[config.mk]
export PLATFORM = sky130hd
export DESIGN_NAME = saturn_rom_arbiter
export DESIGN_NICKNAME = d
export VERILOG_FILES = /design/src/rtl/saturn_bus_pkg.sv /design/src/rtl/saturn_rr_arb2.sv /design/src/rtl/saturn_rom_arbiter.sv
export SDC_FILE = /design/constraint.sdc
export NUM_CORES = 1
export LEC_CHECK = 0
export ABC_CLOCK_PERIOD_IN_PS = 2600
export BUFFER_PORTS_ARGS = -buffer_cell sky130_fd_sc_hd__buf_2
export CORE_ASPECT_RATIO = 0.75
export CORE_MARGIN = 3
export CORE_UTILIZATION = 45
export DETAILED_ROUTE_END_ITERATION = 7
export PLACE_DENSITY = 0.75
export SKIP_CTS_REPAIR_TIMING = 1
export SYNTH_ARGS = -nofsm -noshare
export SYNTH_HDL_FRONTEND = slang
export SYNTH_SLANG_ARGS = --single-unit
[constraint.sdc]
create_clock -name clk -period 2.6 [get_ports clk]
set_input_delay 0.52 -clock clk [delete_from_list [all_inputs] [get_ports clk]]
set_output_delay 0.52 -clock clk [all_outputs]
set_load 0.005 [all_outputs]
[src/rtl/saturn_bus_pkg.sv]
// Shared encodings for the Saturn nibble-ROM arbiter: default widths,
// burst-owner codes and the arbiter FSM state encoding.
package saturn_bus_pkg;

    localparam int ADDR_W_DEF = 20;
    localparam int LEN_W_DEF  = 4;

    typedef enum logic {
        OWN_IF = 1'b0,
        OWN_DT = 1'b1
    } owner_e;

    typedef enum logic {
        ST_IDLE  = 1'b0,
        ST_BURST = 1'b1
    } state_e;

endpackage

[src/rtl/saturn_rr_arb2.sv]
// Two-way round-robin arbiter: combinational grant, remembers the last
// winner so a tie goes to the requester that was not served last.
module saturn_rr_arb2
    import saturn_bus_pkg::*;
(
    input  logic clk,
    input  logic reset,
    input  logic en,
    input  logic req_if,
    input  logic req_dt,
    output logic gnt_if,
    output logic gnt_dt
);

    owner_e last_q;
    owner_e last_d;

    always_comb begin
        gnt_if = 1'b0;
        gnt_dt = 1'b0;
        last_d = last_q;
        if (en) begin
            if (req_if && req_dt) begin
                if (last_q == OWN_DT) gnt_if = 1'b1;
                else                  gnt_dt = 1'b1;
            end else if (req_if) begin
                gnt_if = 1'b1;
            end else if (req_dt) begin
                gnt_dt = 1'b1;
            end
            if (gnt_if)      last_d = OWN_IF;
            else if (gnt_dt) last_d = OWN_DT;
        end
    end

    always_ff @(posedge clk) begin
        if (reset) last_q <= OWN_DT;
        else       last_q <= last_d;
    end

endmodule

[src/rtl/saturn_rom_arbiter.sv]
// Arbitrates instruction-fetch and data-read nibble bursts onto a single
// registered nibble ROM; returns each nibble two cycles after its issue slot.
module saturn_rom_arbiter
    import saturn_bus_pkg::*;
#(
    parameter int ADDR_W = ADDR_W_DEF,
    parameter int LEN_W  = LEN_W_DEF
)
(
    input  logic              clk,
    input  logic              reset,

    input  logic              if_req,
    input  logic [ADDR_W-1:0] if_addr,
    input  logic [LEN_W-1:0]  if_len,
    output logic              if_gnt,
    output logic              if_valid,
    output logic [3:0]        if_data,
    output logic              if_last,

    input  logic              dt_req,
    input  logic [ADDR_W-1:0] dt_addr,
    input  logic [LEN_W-1:0]  dt_len,
    output logic              dt_gnt,
    output logic              dt_valid,
    output logic [3:0]        dt_data,
    output logic              dt_last,

    output logic [ADDR_W-1:0] rom_address,
    output logic              rom_enable,
    input  logic [3:0]        rom_nibble,

    output logic              busy
);

    state_e            state_q,      state_d;
    owner_e            owner_q,      owner_d;
    logic [ADDR_W-1:0] addr_q,       addr_d;
    logic [LEN_W-1:0]  len_q,        len_d;
    logic [LEN_W-1:0]  cnt_q,        cnt_d;
    logic              rom_enable_q, rom_enable_d;
    logic              busy_q,       busy_d;

    logic              vld_p1_q,     vld_p1_d;
    owner_e            own_p1_q,     own_p1_d;
    logic              last_p1_q,    last_p1_d;

    logic              gnt_if_w;
    logic              gnt_dt_w;
    logic              arb_en;

    // Grants are only offered from IDLE and never while reset is high.
    assign arb_en = (state_q == ST_IDLE) && !reset;

    saturn_rr_arb2 u_arb (
        .clk    (clk),
        .reset  (reset),
        .en     (arb_en),
        .req_if (if_req),
        .req_dt (dt_req),
        .gnt_if (gnt_if_w),
        .gnt_dt (gnt_dt_w)
    );

    // Stage p0: burst sequencing, one ROM address per BURST cycle.
    always_comb begin
        state_d      = state_q;
        owner_d      = owner_q;
        addr_d       = addr_q;
        len_d        = len_q;
        cnt_d        = cnt_q;
        rom_enable_d = rom_enable_q;
        busy_d       = busy_q;
        case (state_q)
            ST_IDLE: begin
                if (gnt_if_w || gnt_dt_w) begin
                    owner_d      = gnt_dt_w ? OWN_DT : OWN_IF;
                    addr_d       = gnt_dt_w ? dt_addr : if_addr;
                    len_d        = gnt_dt_w ? dt_len : if_len;
                    cnt_d        = '0;
                    rom_enable_d = 1'b1;
                    busy_d       = 1'b1;
                    state_d      = ST_BURST;
                end
            end
            ST_BURST: begin
                if (cnt_q == len_q) begin
                    rom_enable_d = 1'b0;
                    busy_d       = 1'b0;
                    state_d      = ST_IDLE;
                end else begin
                    addr_d = addr_q + ADDR_W'(1);
                    cnt_d  = cnt_q + LEN_W'(1);
                end
            end
            default: begin
                state_d      = ST_IDLE;
                rom_enable_d = 1'b0;
                busy_d       = 1'b0;
            end
        endcase
    end

    // Stage p1: tag travelling with the ROM's registered read.
    always_comb begin
        vld_p1_d  = rom_enable_q;
        own_p1_d  = owner_q;
        last_p1_d = rom_enable_q && (cnt_q == len_q);
    end

    always_ff @(posedge clk) begin
        if (reset) begin
            state_q      <= ST_IDLE;
            addr_q       <= '0;
            rom_enable_q <= 1'b0;
            busy_q       <= 1'b0;
            vld_p1_q     <= 1'b0;
        end else begin
            state_q      <= state_d;
            addr_q       <= addr_d;
            rom_enable_q <= rom_enable_d;
            busy_q       <= busy_d;
            vld_p1_q     <= vld_p1_d;
        end
        owner_q   <= owner_d;
        len_q     <= len_d;
        cnt_q     <= cnt_d;
        own_p1_q  <= own_p1_d;
        last_p1_q <= last_p1_d;
    end

    // Stage p2: nibble returned by the ROM, steered to the burst owner.
    assign rom_address = addr_q;
    assign rom_enable  = rom_enable_q;
    assign busy        = busy_q;

    assign if_gnt   = gnt_if_w;
    assign dt_gnt   = gnt_dt_w;

    assign if_valid = !reset && vld_p1_q && (own_p1_q == OWN_IF);
    assign dt_valid = !reset && vld_p1_q && (own_p1_q == OWN_DT);
    assign if_last  = if_valid && last_p1_q;
    assign dt_last  = dt_valid && last_p1_q;
    assign if_data  = if_valid ? rom_nibble : 4'h0;
    assign dt_data  = dt_valid ? rom_nibble : 4'h0;

endmodule

==> results.md <==
- R2R depth: 5
- Worst hold path depth: 0
- Max Fclk: ~0.47 GHz
- Worst Hold Class: flop to flop
- Final HPWL from detailed placement: 4988 um
- GR Overflow Total: 0
- CTS Buffer Depth: 2
- Largest net degree at the start of global routing: 25
- Setup CP Type: flop to flop
- Initial DRT Pass Iterations: 4
- Leak: between 0.001 and 0.0015 uW
- Clock Latency Late Sink: 290 ps
- P_sw: 486.3 uW
- Crit-path slowest cell: o41a_4
- Synthesized area per cell: 8.605 um2
- Post-synth ARST share: 0%
- Critical path arrival: approximately 2300 ps
- Max stage delay on crit path: ~570 ps
- TritonCTS Sinks: 35
- Via Count: about 2400
- Htree depth: 2
- Initial DRC count: 190
- Footprint of the multi-input gates: between 0.001 and 0.0015 mm2
- Req. time, crit path: between 2000 and 3000 ps
- Final Setup Violations: 0
- Status: finished clean
- Final max-slew violation count: 0
- Peak VDD IR: roughly 0.32 mV
- Die height: 67.18 um
- Row count: 21
- Tot Pwr: roughly 1500 uW
- Clock transition at the registers of the reported paths: around 80 ps
- Antenna viol nets, final: 0
- Met1 global-route usage: around 34%
- Element type at the critical path end: flop
- CTS root buf: clkbuf_8
- Remaining DRCs: 0
- Top FF cell, synth: dfxtp_1
- Tmin final: ~2100 ps
- RSZ-0062 raised after global routing: false
- Reg-to-reg startpoint: cnt_q[3]
- Post-Route Skew: ~8.8 ps
- Total global routing track utilization: a little under a quarter
- Max cap viols: 0
- Gpl congestion: around 0.88
- P&R area growth vs syn: 27.74%
- Sum Neg Setup Slack: 0 ps
- Register bit count reported by yosys: 35
- Fillers: roughly 410
- Crit-path leading delay family: compound AO/OA/AOI/OAI gates
- Register area: 790.8 um2
- First-pass GRT wire length: 10720 um
- Initial core utilization: approximately half
- Hold Crit Start: own_p1_d
- Cell Int Power: between 1000 and 1500 uW
- Distinct cells, synth: a little over 60
- Final cell count without fillers: between 400 and 500
- Placed Cells: between 400 and 500
- Worst setup margin: ~470 ps
- Met2 global-route usage: 35.34%
- CTS tree: done
- Post-synth EDFFs: 9
- Pwr per Cell Area: roughly 540 mW/mm2
- Final Cycle Share: 81.80%
- Buf/Inv on CP: 1
- R2R setup slack: approximately 470 ps
- Top Ports: 92
- PortBufs: 91
- Pre-CTS WS: between 400 and 500 ps
- Comb power frac: 26.1%
- Die area: just under 0.006 mm2
- GR Util met3: between 4 and 5%
- Die W: about 88 um
- Switch share: 31.61%
- Vias per cell: 5.748
- Netlist Area Pre-Place: ~0.0022 mm2
- Measured slew at the worst slew-check pin: between 600 and 700 ps
- Num CTS Buffers: 5
- Startpoint types: flop
- Rel. slew slack: a little under three fifths
- Share of layout cells above drive strength 1: a little under two fifths
- CP Max Fanout: 24
- Crit-path cells: xor2_1 > o41a_4 > nor2_8 > inv_2 > o221a_2
- Syn Nets: 319
- Initial antenna violation count: 0
- Core area: roughly 0.0046 mm2
- Sequential-to-total area share from yosys stat: a little over a third
- Routed len/inst: around 16 um
- Clock power frac: between 20% and 30%
- GR peak layer: met2
- Syn Inst Count: roughly 260
- Final Hold Viols: 0
- Hold worst-path end: own_p1_q
- WL final: about 6600 um
- Synth Warn #: 0
- Reg-to-reg endpoint: rom_address[7]
- Reg power frac: between 40% and 50%
- Final nets: 412
- Vias in the first global route: approximately 2200
- N_diodes: 0
-- registers in the layout (all words and copies together) (netlist names) --
register and cells:
u_arb.last_q 1, len_q 4, busy 1, cnt_q 4, own_p1_d 1, rom_address 20, own_p1_q 1, last_p1_q 1
vld_p1_q 1, state_q 1
-- placed cells by master (no fill, tap or decap), types with 3 or more instances in the layout --
cell	n
buf_2	91
nand2_1	34
dfxtp_1	26
nor2_1	19
a21oi_1	15
and2_1	12
o21ai_0	12
nand3_1	10
and3_1	9
edfxtp_1	9
buf_4	9
a211oi_1	7
clkbuf_8	7
xor2_1	5
inv_1	5
mux2_2	5
a31oi_1	5
nor4_1	4
a221o_1	4
nor3_1	4
o22ai_1	4
mux2i_1	4
inv_2	3
a2111oi_2	3
a311oi_1	3
-- logic make-up after synthesis --
family | count (synthesis) | share of synthesized area [%]
xor+xnor | 6 | 2.340
fa+ha+maj | 2 | 1.114
compound gates | 77 | 25.85
flops | 35 | 35.21
simple gates | 109 | 26.52
mux | 9 | 4.290
buf+inv | 23 | 4.679
-- routing by layer --
metal | share of wire, % | vias to the layer above
li1 | - | 1160
met1 | 48 | 1107
met2 | 45 | 93
met3 | 6.5 | 8
met4 | 1.0 | 0
met5 | 0 | -
-- cells in the mapped netlist, types with 4 or more instances --
library cell  instances  share of area, %
nand2_1              34               5.7
dfxtp_1              26                23
nor2_1               19               3.2
a21oi_1              15               3.3
and2_1               12               3.3
o21ai_0              12               2.7
nand3_1              10               2.2
and3_1                9               2.5
edfxtp_1              9                12
clkbuf_1              8               1.3
a211oi_1              7               2.3
a31oi_1               5               1.4
inv_1                 5              0.84
mux2_2                5               2.5
xor2_1                5               1.9
a221o_1               4               1.8
mux2i_1               4               1.8
nor3_1                4              0.89
nor4_1                4               1.1
o22ai_1               4               1.1
-- area by class of cell --
type	instances	area share, %
Multi-Input combinational cell	203	47.06
Tap cell	57	2.486
Timing Repair Buffer	100	18.23
Sequential cell	35	27.56
Clock buffer	8	3.489
Inverter	9	1.177
-- stage by stage --
step / util [%] / area (um2) / hold slack (ps)
CTS: 62.04 / 2869 / 344.5
global route: 62.04 / 2869 / 348.4
detailed placement: 59.88 / 2769 / 327.9
floorplan: - / 2246 / 323.3
finish: 62.04 / 2869 / 346.7
global placement: 59.88 / 2769 / 325.6
-- worst max-delay path by stage --
stage	cells past startpoint	from	end
after CTS	5	cnt_q[2]	rom_address[17]
final	5	cnt_q[3]	rom_address[7]
after detailed placement	8	reset	rom_address[12]
after global placement	8	reset	rom_address[18]
after global routing	5	cnt_q[3]	rom_address[18]
after floorplan	8	reset	rom_address[2]
-- power by group through the flow --
stage	combinational [uW]	clock [uW]	sequential [uW]
after floorplan	252	0	693
after global placement	389	0	703
after detailed placement	399	0	703
after CTS	402	441	692
after global routing	449	468	705
final	402	442	694
Power figures use the tool's default switching activity.
